[config.mk]
export PLATFORM = sky130hd
export DESIGN_NAME = alu_shift_sequencer_flat
export DESIGN_NICKNAME = d
export VERILOG_FILES = /design/src/rtl/alu_shift_sequencer_if.sv /design/src/rtl/alu_shift_sequencer.sv /design/src/flat_wrapper.sv
export SDC_FILE = /design/constraint.sdc
export NUM_CORES = 1
export LEC_CHECK = 0
export CAP_MARGIN = 20
export CELL_PAD_IN_SITES_DETAIL_PLACEMENT = 0
export CELL_PAD_IN_SITES_GLOBAL_PLACEMENT = 1
export CORE_MARGIN = 2
export CORE_UTILIZATION = 48
export DETAILED_ROUTE_END_ITERATION = 10
export DONT_BUFFER_PORTS = 1
export GPL_TIMING_DRIVEN = 0
export PLACE_DENSITY_LB_ADDON = 0.12
export SLEW_MARGIN = 10
export SYNTH_ARGS = -nofsm -noshare
export SYNTH_HDL_FRONTEND = slang
export SYNTH_SLANG_ARGS = --single-unit
[constraint.sdc]
create_clock -name clock -period 2.4 [get_ports clock]
set_clock_uncertainty 0.2 [all_clocks]
set_input_delay 0.24 -clock clock [delete_from_list [all_inputs] [get_ports clock]]
set_output_delay 0.24 -clock clock [all_outputs]
set_load 0.02 [all_outputs]
[src/rtl/alu_shift_sequencer_if.sv]
// ----------------------------------------------------------------------------
// alu_shift_sequencer_if
// Request/result bundle for the multicycle shift unit.
//   master : requester/consumer side (drives request and out_ready)
//   slave  : shift unit side (drives in_ready, result and busy)
// Signals:
//   in_valid, in_ready             request handshake
//   ctrl_shift_op                  0 = SLL, 1 = SRA
//   ctrl_shiftamt [SHAMT_WIDTH]    shift amount
//   data_in  [DATA_WIDTH]          operand
//   out_valid, out_ready           result handshake
//   data_out [DATA_WIDTH]          registered result
//   busy                           unit is working or holding a result
// ----------------------------------------------------------------------------
interface alu_shift_sequencer_if #(
    parameter int DATA_WIDTH  = 32,
    parameter int SHAMT_WIDTH = 5
);
    logic                   in_valid;
    logic                   in_ready;
    logic                   ctrl_shift_op;
    logic [SHAMT_WIDTH-1:0] ctrl_shiftamt;
    logic [DATA_WIDTH-1:0]  data_in;
    logic                   out_valid;
    logic                   out_ready;
    logic [DATA_WIDTH-1:0]  data_out;
    logic                   busy;

    modport master (
        output in_valid, ctrl_shift_op, ctrl_shiftamt, data_in, out_ready,
        input  in_ready, out_valid, data_out, busy
    );

    modport slave (
        input  in_valid, ctrl_shift_op, ctrl_shiftamt, data_in, out_ready,
        output in_ready, out_valid, data_out, busy
    );
endinterface

[src/rtl/alu_shift_sequencer.sv]
// ----------------------------------------------------------------------------
// alu_shift_sequencer
// Multicycle shifter: one request is accepted in IDLE, the 1/2/4/.../2**(N-1)
// shift stages are applied one per clock, and the result is held in DONE
// until the consumer takes it. Latency from accept to out_valid is fixed at
// SHAMT_WIDTH clocks regardless of the shift amount.
// Ports:
//   clock  : single clock, all state on the rising edge
//   reset  : synchronous, active-high
//   bus    : alu_shift_sequencer_if.slave (request, result, busy)
// DATA_WIDTH must equal 2**SHAMT_WIDTH.
// ----------------------------------------------------------------------------
module alu_shift_sequencer #(
    parameter int DATA_WIDTH  = 32,
    parameter int SHAMT_WIDTH = 5
) (
    input  logic                  clock,
    input  logic                  reset,
    alu_shift_sequencer_if.slave  bus
);
    localparam int STG_W = (SHAMT_WIDTH > 1) ? $clog2(SHAMT_WIDTH) : 1;
    localparam logic [STG_W-1:0] LAST_STAGE = STG_W'(SHAMT_WIDTH - 1);

    typedef enum logic [1:0] {
        ST_IDLE  = 2'd0,
        ST_SHIFT = 2'd1,
        ST_DONE  = 2'd2
    } state_t;

    state_t                 r_state;
    logic [STG_W-1:0]       r_stage;
    logic [DATA_WIDTH-1:0]  r_work;
    logic [SHAMT_WIDTH-1:0] r_amt;
    logic                   r_op;
    logic                   r_sign;
    logic [DATA_WIDTH-1:0]  r_data_out;
    logic                   r_out_valid;
    logic                   r_in_ready;
    logic                   r_busy;

    logic [DATA_WIDTH-1:0]  w_cand [SHAMT_WIDTH];
    logic [DATA_WIDTH-1:0]  w_next_work;

    // One candidate per stage: the work register shifted by that stage's
    // fixed power-of-two distance. SRA fills with the sign captured at
    // accept time rather than the current MSB of the work register.
    genvar gi;
    generate
        for (gi = 0; gi < SHAMT_WIDTH; gi++) begin : g_stage
            localparam int SH = 2 ** gi;
            assign w_cand[gi] = r_op
                ? {{SH{r_sign}}, r_work[DATA_WIDTH-1:SH]}
                : {r_work[DATA_WIDTH-1-SH:0], {SH{1'b0}}};
        end
    endgenerate

    assign w_next_work = r_amt[r_stage] ? w_cand[r_stage] : r_work;

    assign bus.in_ready  = r_in_ready;
    assign bus.out_valid = r_out_valid;
    assign bus.data_out  = r_data_out;
    assign bus.busy      = r_busy;

    always_ff @(posedge clock) begin
        if (reset) begin
            r_state     <= ST_IDLE;
            r_stage     <= '0;
            r_work      <= '0;
            r_amt       <= '0;
            r_op        <= 1'b0;
            r_sign      <= 1'b0;
            r_data_out  <= '0;
            r_out_valid <= 1'b0;
            r_in_ready  <= 1'b1;
            r_busy      <= 1'b0;
        end else begin
            case (r_state)
                ST_IDLE: begin
                    if (bus.in_valid) begin
                        r_work     <= bus.data_in;
                        r_amt      <= bus.ctrl_shiftamt;
                        r_op       <= bus.ctrl_shift_op;
                        r_sign     <= bus.data_in[DATA_WIDTH-1];
                        r_stage    <= '0;
                        r_in_ready <= 1'b0;
                        r_busy     <= 1'b1;
                        r_state    <= ST_SHIFT;
                    end
                end
                ST_SHIFT: begin
                    r_work <= w_next_work;
                    if (r_stage == LAST_STAGE) begin
                        r_data_out  <= w_next_work;
                        r_out_valid <= 1'b1;
                        r_stage     <= '0;  // keep the counter within range
                        r_state     <= ST_DONE;
                    end else begin
                        r_stage <= r_stage + 1'b1;
                    end
                end
                ST_DONE: begin
                    if (bus.out_ready) begin
                        r_out_valid <= 1'b0;
                        r_in_ready  <= 1'b1;
                        r_busy      <= 1'b0;
                        r_state     <= ST_IDLE;
                    end
                end
                default: begin
                    r_state     <= ST_IDLE;
                    r_out_valid <= 1'b0;
                    r_in_ready  <= 1'b1;
                    r_busy      <= 1'b0;
                end
            endcase
        end
    end
endmodule
[src/flat_wrapper.sv]
// flat-port wrapper written by rule: the top's interface ports become plain ports
module alu_shift_sequencer_flat 
#(
    parameter int DATA_WIDTH  = 32,
    parameter int SHAMT_WIDTH = 5
)
  (clock, reset, bus_in_valid, bus_ctrl_shift_op, bus_ctrl_shiftamt, bus_data_in, bus_out_ready, bus_in_ready, bus_out_valid, bus_data_out, bus_busy);
  alu_shift_sequencer_if #(.DATA_WIDTH(DATA_WIDTH), .SHAMT_WIDTH(SHAMT_WIDTH)) bus_i ();
  input  logic clock;
  input  logic reset;
  input wire logic [$bits(bus_i.in_valid)-1:0] bus_in_valid;
  input wire logic [$bits(bus_i.ctrl_shift_op)-1:0] bus_ctrl_shift_op;
  input wire logic [$bits(bus_i.ctrl_shiftamt)-1:0] bus_ctrl_shiftamt;
  input wire logic [$bits(bus_i.data_in)-1:0] bus_data_in;
  input wire logic [$bits(bus_i.out_ready)-1:0] bus_out_ready;
  output wire logic [$bits(bus_i.in_ready)-1:0] bus_in_ready;
  output wire logic [$bits(bus_i.out_valid)-1:0] bus_out_valid;
  output wire logic [$bits(bus_i.data_out)-1:0] bus_data_out;
  output wire logic [$bits(bus_i.busy)-1:0] bus_busy;
  assign bus_i.in_valid = bus_in_valid;
  assign bus_i.ctrl_shift_op = bus_ctrl_shift_op;
  assign bus_i.ctrl_shiftamt = bus_ctrl_shiftamt;
  assign bus_i.data_in = bus_data_in;
  assign bus_i.out_ready = bus_out_ready;
  assign bus_in_ready = bus_i.in_ready;
  assign bus_out_valid = bus_i.out_valid;
  assign bus_data_out = bus_i.data_out;
  assign bus_busy = bus_i.busy;
  alu_shift_sequencer #(.DATA_WIDTH(DATA_WIDTH), .SHAMT_WIDTH(SHAMT_WIDTH)) u_core (.clock(clock), .reset(reset), .bus(bus_i));
endmodule
# [After elaboration in Yosys (flattened, before gate mapping)]
# Index checks and enable logic that the tools add are counted.
[word_totals] register_bits=79 input_bits=42 output_inout_bits=35 wordCells=58
[op_classes] n_addsub=1 n_lt_le_gt_ge=2 eq_ne=6 mux=28 bitwise_logic=3 n_reduce_logical=8
[ops] op="32-bit 2-to-1 mux" count=9
[ops] op="32-bit binary-select mux with 3-bit select" count=1
[ops] op="32-bit case mux with 2 select lines" count=1
[ops] op="1-bit case mux with 3 select lines" count=3
[ops] op="3-bit AND reduction" count=3
[ops] op="1-bit 2-to-1 mux" count=6
[ops] op="2-bit 2-to-1 mux" count=3
[ops] op="3-bit 2-to-1 mux" count=2
[ops] op="2-bit case mux with 3 select lines" count=1
[ops] op="3-bit case mux with 2 select lines" count=1
[ops] op="2-bit AND reduction" count=3
[ops] op="4-bit >= comparator (second input constant)" count=1
[ops] op="3-bit by 4-bit < comparator with 1-bit output (second input constant)" count=1
[ops] op="2-bit inequality test (second input constant)" count=2
[ops] op="3-bit NOT with 4-bit output" count=1
[ops] op="3-bit by 1-bit adder with 3-bit output (second input constant)" count=1
[ops] op="1-bit binary-select mux with 3-bit select" count=1
[ops] op="3-bit equality test (second input constant)" count=1
[ops] op="2-bit by 1-bit equality test with 1-bit output (second input constant)" count=1
[ops] op="2-bit equality test (second input constant)" count=1
[ops] op="2-bit zero test" count=1
[ops] op="2-bit by 1-bit inequality test with 1-bit output (second input constant)" count=1
[ops] op="1-bit NOT" count=2
[ops] op="2-bit nonzero test" count=1

# [Depth between registers and ports, before layout]
# Gate-level depths: netlist (run 1).
[logic_depth] ltp_word=6 depth_mapped=10 mapped_depth_nobuf=7

# [Worst setup path after synthesis (run 1)]
# Ideal clock, no wire load.
[synth_path] path_kind="reg-to-reg" from="register u_core.r_stage[0]" to="register u_core.r_data_out[6], in the netlist u_core.bus.data_out[6]" setup_time_ps=86 t_arrival_ps=1822 required_time_ps=2114 setup_slack_ps=293 stages_incl_launch_ff=11 path_buffers=4 synth_period_minus_slack_ps=2107 path_cell_list="dfxtp_1 buf_4 buf_6 inv_1 buf_2 ha_1 nand2_1 nor2_2 clkbuf_1 nor2_1 a211oi_1"
[synth_via] elab_chain_cells=5 word_cells_on_any_way=9 classes_between="eq/ne: 1; mux: 6; bitwise: 1; reduce/logical: 1"
[synth_lines] item="start: declaration" line_no="alu_shift_sequencer.sv:31" source="logic [STG_W-1:0] r_stage;"
[synth_lines] item="start signal: assignment" line_no="alu_shift_sequencer.sv:98" source="r_stage <= r_stage + 1'b1;"
[synth_lines] item="3-bit NOT with 4-bit output (implied by the code)" line_no="alu_shift_sequencer.sv:57" source="assign w_next_work = r_amt[r_stage] ? w_cand[r_stage] : r_work;"
[synth_lines] item="32-bit binary-select mux with 3-bit select" line_no="alu_shift_sequencer.sv:57"
[synth_lines] item="32-bit 2-to-1 mux (implied by the code) (2 in a row)" line_no="alu_shift_sequencer.sv:57"
[synth_lines] item="32-bit 2-to-1 mux" line_no="alu_shift_sequencer.sv:57"
[synth_lines] item="end signal: assignment" line_no="alu_shift_sequencer.sv:93" source="r_data_out <= w_next_work;"
[synth_lines] item="end: declaration" line_no="alu_shift_sequencer.sv:36" source="logic [DATA_WIDTH-1:0] r_data_out;"
# Parallel ways exist; a longest one is shown, timed or not. The select of a mux whose other input is x is not followed.
# A chain may end at the register's enable or synchronous reset.

# [Worst setup path after layout (run 1)]
[layout_path] from="register u_core.r_stage[0]" to="register u_core.r_work[8]"
[layout_via] elab_chain_cells=6 word_cells_on_any_way=8 classes_between="mux: 7; bitwise: 1"
[layout_lines] item="3-bit NOT with 4-bit output (implied by the code)" line_no="alu_shift_sequencer.sv:57"
[layout_lines] item="32-bit binary-select mux with 3-bit select" line_no="alu_shift_sequencer.sv:57"
[layout_lines] item="32-bit 2-to-1 mux (implied by the code) (2 in a row)" line_no="alu_shift_sequencer.sv:57"
[layout_lines] item="32-bit 2-to-1 mux (*)" line_no="alu_shift_sequencer.sv:57"
[layout_lines] item="32-bit case mux with 2 select lines (*)" line_no="alu_shift_sequencer.sv:77" source="case (r_state)"
[layout_lines] item="end signal: assignment" line_no="alu_shift_sequencer.sv:80" source="r_work <= bus.data_in;"
[layout_lines] item="end signal: assignment" line_no="alu_shift_sequencer.sv:91" source="r_work <= w_next_work;"
[layout_lines] item="end: declaration" line_no="alu_shift_sequencer.sv:32" source="logic [DATA_WIDTH-1:0] r_work;"
# Every way passes the cells marked *; elsewhere a longest branch is shown, timed or not. The select of a mux whose other input is x is not followed.

==> out/metrics.yaml, run 1 <==
synth_cells: 794
cts_tree: "yes"
clk_pin_slew_ns: 0.07
drc: 0
clk_latency_ns: 0.37
hpwlAfterDp_um: 20700
hold-path-cell-count: 4
grt-ovfl-total: 0
drv_slew: 0
power_switching_share_pct: 33.9
start_util_pct: 49.7
seq_area_frac_synth_pct: 26.2
finalWirelength_um: 28800
die_area_um2: 13500
critical_path_class: "reg -> reg"
critPathRequiredTime_ns: 2.42
grt_pass1_wl_um: 41800
cts_buffer_depth: 2
finalSetupTns_ns: 0
die_x_um: 116
clock_sinks: 79
tightest_slew_ns: 0.840
status: "complete, but fails checks"
async_flop_share_pct: 0
antenna_found_initial: 1
crit_chain: "buf_4, or2_1, o221ai_4, buf_2, nand3_1, o211ai_1, o21ai_0"
rows: 40
path_max_fanout: 10
design.core.area_um2: 12200
dr_total_vias: 7021
postRouteAntennaNets: 0
fin_nets: 883
layout-drive-gt1-share_pct: 16.5
final_core_utilization_pct: 58.7
fin_crit_ns: 2.39
p_switching_mw: 1.44
grt_pass1_vias: 6710
synth.avg_cell_area_um2: 7.61
violations: "negative hold slack"
io_pins: 77
setup_viol: 0
leakage_nw: 2.35
seq_power_share_pct: 34.3
power-per-cell-area_nw_per_um2: 595
routabilityCongestion: 1.13
min_period_over_period_pct: 99.6
yosys_most_used_dff: "dfxtp_1"
htree_levels: 3
antennaDiodeCount: 0
yosys_warnings: 0
timing.fmax_mhz: 418
viasPerCell: 6.94
ys_types: 65
slew_headroom_pct: 44.0
crit_path_start_kind: "register"
critical_path.slowest_cell: "buf_2"
critPathMaxStageDelay_ns: 0.41
endpoint_kind: "register"
portBuffers: 0
netlist_area_um2: 6040
hold_viol_final: 1
firstDrtPassIters: 5
grt_max_degree: 15
area_growth_pct: 18.2
drt_iter0_markers: 948
hp-class: "in -> reg"
synth-seq-cells: 79
timing.hold.ws_ns: -0.00332
clkPwrFrac_pct: 39.0
routedWlPerCell_um: 28.5
total_power_mw: 4.25
internal_power_mw: 2.81
die_h_um: 116
cts_buffers: 9
reg2reg_depth: 7
grt_setup_unrepaired: "true"
cp.arrival_ns: 2.41
synth_edf_count: 0
combPwrFrac_pct: 26.7
peakVddDrop_v: 0.000364
synth_nets: 838
grt_usage_pct: 43.0
cts_root_buffer: "clkbuf_16"
drv_cap: 0
-- worst paths after layout --
kind / startpoint / to / slack, ns
worst max-delay path: u_core.r_stage[0]$_SDFFE_PP0P_ / u_core.r_work[8]$_SDFFE_PP0P_ / 0.009
worst min-delay path: bus_data_in[8] / u_core.r_work[8]$_SDFFE_PP0P_ / -0.003
worst max register to register: u_core.r_stage[0]$_SDFFE_PP0P_ / u_core.r_work[8]$_SDFFE_PP0P_ / 0.009
worst min register to register: u_core.r_amt[1]$_SDFFE_PP0P_ / u_core.r_amt[1]$_SDFFE_PP0P_ / 0.29
-- sequential cells by signal, summed over array words and instances, names as in the netlist --
name                  flops
u_core.bus.data_out      32
u_core.r_work            32
u_core.r_amt              5
u_core.r_stage            3
u_core.r_state            2
u_core.bus.busy           1
u_core.bus.in_ready       1
u_core.bus.out_valid      1
u_core.r_op               1
u_core.r_sign             1
-- final cells by class --
cell class	count	area, µm²
fill	1159	5020
multi-input combinational	611	4080
sequential	79	1580
buffer	97	568
timing repair buffer	35	329
clock buffer	10	229
tap	168	210
clock inverter	6	118
inverter	6	26.3
-- synth_stat cells (20+ instances only) --
cell type   n  share of area [%]
o22ai_1    22                2.3
buf_2      27                2.2
dfxtp_1    79                 26
a211oi_1   23                2.9
a21oi_1    92                7.6
clkbuf_1   51                3.2
nand3_1    30                2.5
mux2i_1    24                4.0
mux4_2     24                8.9
nor2b_1    29                3.0
o21ai_0    33                2.7
nor2_1     69                4.3
nand2_1    97                6.0
nand2b_1   20                2.1
-- placed cells by master, fill, tap and decap left out, types with 17 or more instances in the layout --
master         count
nand2_1           97
a21oi_1           90
dfxtp_1           78
nor2_1            68
clkbuf_1          36
o21ai_0           32
nor2b_1           29
nand3_1           29
dlygate4sd3_1     26
mux4_2            24
mux2i_1           23
o22ai_1           21
nand2b_1          20
a211oi_1          20
buf_4             18
buf_2             17
-- routing by layer --
metal	wire [µm]	global-route usage, %	vias up	part of all wire [%]
met5	15	0	-	0.052
met4	2000	26.9	2	6.9
met3	3840	14.0	152	13
met2	12200	63.9	568	42
met1	10800	53.9	3297	37
li1	-	-	3002	-
-- critical path: cells and delay by family (launching register included) --
| family | cells | cell delay [ns] |
|---|---|---|
| compound gates | 3 | 0.60 |
| buf+inv | 2 | 0.60 |
| flops | 1 | 0.32 |
| simple gates | 2 | 0.53 |
-- metrics by stage --
| stage | hold WS, ns | area, µm² | std cells | setup slack [ns] |
|---|---|---|---|---|
| after floorplan | 0.176 | 6040 | 794 | 0.293 |
| after global routing | 0.0195 | 7140 | 1012 | -0.0315 |
| after detailed placement | 0.184 | 6250 | 962 | -0.416 |
| final | -0.00332 | 7140 | 1012 | 0.00886 |
| after global placement | 0.181 | 6250 | 962 | -0.390 |
| after CTS | 0.00189 | 6970 | 1005 | 0.00246 |
-- power by group through the flow --
stage / clock (mW) / combinational (mW) / sequential (mW)
after global routing: 1.69 / 1.18 / 1.46
final: 1.66 / 1.13 / 1.46
after global placement: 0 / 0.986 / 1.47
after detailed placement: 0 / 0.996 / 1.47
after floorplan: 0 / 0.689 / 1.44
after CTS: 1.64 / 1.05 / 1.44
-- cells by family (layout without fill, tap and decap cells) --
kind of cell,after synthesis,after routing,synth area share (%)
muxes,49,49,13.3
AOI/OAI and AO/OA,267,267,28.8
adders and majority gates,2,2,0.414
DFF,79,79,26.2
and+or+nand+nor,293,293,23.1
buffers and inverters,104,154,8.20
-- repair_timing --
action,in CTS,in global routing
setup endpoints to repair,47,55
endpoints found under the hold margin,28,0
hold buffers,26,0
resized for setup,32,43
setup buffers,1,7
pin swaps,2,3
cloned,0,1
Note: power is estimated with default switching activity, not from simulation.
==> run 2, diff against run 1 <==
--- a/config.mk
+++ b/config.mk
@@ -9,11 +9,12 @@
 export CELL_PAD_IN_SITES_DETAIL_PLACEMENT = 0
 export CELL_PAD_IN_SITES_GLOBAL_PLACEMENT = 1
 export CORE_MARGIN = 2
-export CORE_UTILIZATION = 48
+export CORE_UTILIZATION = 30
 export DETAILED_ROUTE_END_ITERATION = 10
 export DONT_BUFFER_PORTS = 1
 export GPL_TIMING_DRIVEN = 0
 export PLACE_DENSITY_LB_ADDON = 0.12
+export REMOVE_ABC_BUFFERS = 1
 export SLEW_MARGIN = 10
 export SYNTH_ARGS = -nofsm -noshare
 export SYNTH_HDL_FRONTEND = slang
==> run 2 against run 1 <==
The run still ends with negative hold slack left. Critical path type unchanged. Highest routed layer is now met4. First-iteration DRC count shrank 41%. Global-route usage shrank 19 points. Wire length shrank 8.6%. Cell count grew 2.9%. Clock power shrank 21%. Clock-buffer cell count grew 4. Worst setup slack gained 0.056 ns.
==> out/metrics.yaml, run 2 (synthesis results as in run 1) <==
fin_nets: 816  # -7.6%
clock_sinks: 79  # unchanged
fillCellCount: 2068  # +78%
grt_pass1_wl_um: 39500  # -5.4%
rows: 51  # +28%
layout-drive-gt1-share_pct: 14.0  # -2.4 points
htree_levels: 3  # unchanged
worst_slack_ns: 0.0647  # +0.0558 ns
internal_power_mw: 2.54  # -9.5%
design.core.area_um2: 19600  # +61%
ff2ff_setup_slack_ns: 0.06  # +0.06 ns
timing.hold.ws_ns: -0.00400  # -0.000680 ns
grt_max_degree: 80  # +65
antenna_found_initial: 0  # -1
clkPwrFrac_pct: 34.5  # -4.5 points
dr_total_vias: 6270  # -11%
clk_latency_ns: 0.36  # about the same
cts_tree: "yes"
cts_root_buffer: "clkbuf_16"
die_h_um: 146  # +26%
routabilityCongestion: 0.913  # -19%
critical_path_class: "reg -> reg"
hpwlAfterDp_um: 16700  # -19%
postRouteAntennaNets: 0  # unchanged
fin_crit_ns: 2.34  # -0.0558 ns
cp.arrival_ns: 2.37  # -0.04 ns
firstDrtPassIters: 5  # unchanged
power_switching_share_pct: 33.3  # -0.61 points
path_max_fanout: 24  # +14
finalWirelength_um: 26300  # -8.6%
cts_buffers: 9  # unchanged
hp-class: "in -> reg"
die_area_um2: 21300  # +58%
crit_path_start_kind: "register"
final_common_cell: "nand2_1"
leakage_nw: 2.21  # -5.8%
drv_cap: 0  # unchanged
final_core_utilization_pct: 36.3  # -22 points
die_x_um: 146  # +26%
drt_iter0_markers: 561  # -41%
critPathRequiredTime_ns: 2.43  # about the same
clk_pin_slew_ns: 0.06  # about the same
io_pins: 77  # unchanged
timing.fmax_mhz: 428  # +2.4%
endpoint_kind: "register"
grt_pass1_vias: 5985  # -11%
combPwrFrac_pct: 24.4  # -2.3 points
hold_viol_final: 3  # +2
tightest_slew_ns: 0.611  # -0.229 ns
seq_power_share_pct: 41.1  # +6.8 points
grt-ovfl-total: 0  # unchanged
power-per-cell-area_nw_per_um2: 536  # -9.8%
peakVddDrop_v: 0.000310  # -15%
antennaDiodeCount: 0  # unchanged
drc: 0  # unchanged
pre_cts_ws_ns: -1.10  # -0.681 ns
status: "complete, but fails checks"
routedWlPerCell_um: 25.3  # -11%
final_cell_mix: "nand2_1, a21oi_1, dfxtp_1"
min_period_over_period_pct: 97.3  # -2.3 points
setup_viol: 0  # unchanged
p_switching_mw: 1.27  # -12%
portBuffers: 0  # unchanged
grt_usage_pct: 24.4  # -19 points
violations: "negative hold slack"
cts_buffer_depth: 2  # unchanged
viasPerCell: 6.02  # -13%
drv_slew: 0  # unchanged
start_util_pct: 30.8  # -19 points
area_growth_pct: 17.6
slew_headroom_pct: 59.2  # +15 points
==> run 2: changes by cell type in the layout (fill, tap and decap cells not counted), sizes merged, moves of 3 or more <==
| cell | previous run | this run |
|---|---|---|
| clkbuf | 63 | 15 |
| dlygate4sd3 | 26 | 29 |
| bufinv | 3 | 0 |
| buf | 53 | 32 |
==> run 2: worst paths after layout <==
check,start,end,cells after the start
worst max-delay path,u_core.r_stage[2]$_SDFFE_PP0P_,u_core.bus.data_out[2]$_SDFFE_PP0P_,6
worst min-delay path,bus_data_in[9],u_core.r_work[9]$_SDFFE_PP0P_,4
worst max register to register,u_core.r_stage[2]$_SDFFE_PP0P_,u_core.bus.data_out[2]$_SDFFE_PP0P_,6
worst min register to register,u_core.r_amt[2]$_SDFFE_PP0P_,u_core.r_amt[2]$_SDFFE_PP0P_,2
==> run 2: layout make-up <==
class	instances	area [µm²]	area share, %
multi-input combinational	613	4100	57.7
clock inverter	1	5.00	0.0705
timing repair buffer	63	772	10.9
inverter	6	30.0	0.423
clock buffer	14	264	3.72
sequential	79	1600	22.6
tap	265	332	4.67
==> run 2: routing by layer <==
| metal | wire length [µm] | vias up | GRT usage, % |
|---|---|---|---|
| li1 | - | 2873 | - |
| met1 | 12200 | 3117 | 34.4 |
| met2 | 11900 | 255 | 37.9 |
| met3 | 1750 | 25 | 4.36 |
| met4 | 508 | 0 | 7.21 |
| met5 | 0 | - | 0 |
==> run 2: power groups by stage <==
stage	registers, mW	logic (mW)	clock network (mW)
2_1_floorplan	1.54	0.513	0
3_3_place_gp	1.65	0.679	0
3_5_place_dp	1.61	0.745	0
4_1_cts	1.57	0.833	1.36
5_1_grt	1.58	1.01	1.39
6_report	1.57	0.928	1.31
==> run 2: per-stage QoR <==
stage                     TNS (ns)  area [µm²]  cells  hold WS [ns]  power [mW]
after floorplan            -115.61        5570    696         0.102        2.05
after global placement     -251.16        5900    961         0.122        2.33
after detailed placement    -56.64        6140    971         0.118        2.36
after CTS                 -0.00393        6730   1008        -0.257        3.76
after global routing      -0.00500        7100   1041        0.0132        3.97
final                            0        7100   1041      -0.00400        3.81
==> run 2: worst max-delay path, stage by stage, from the launching register on <==
cell      delay [ns]
dfxtp_4         0.42
nand2b_2        0.30
o221a_4         0.40
buf_12          0.19
a211oi_1        0.43
or3_1           0.21
a21oi_2         0.04
==> run 2: what timing repair did <==
action,CTS,global route
pin swaps,3,0
setup endpoints to repair,77,17
cloned,3,0
hold buffers,7,23
endpoints found under the hold margin,79,73
setup buffers,12,10
resized for setup,21,8
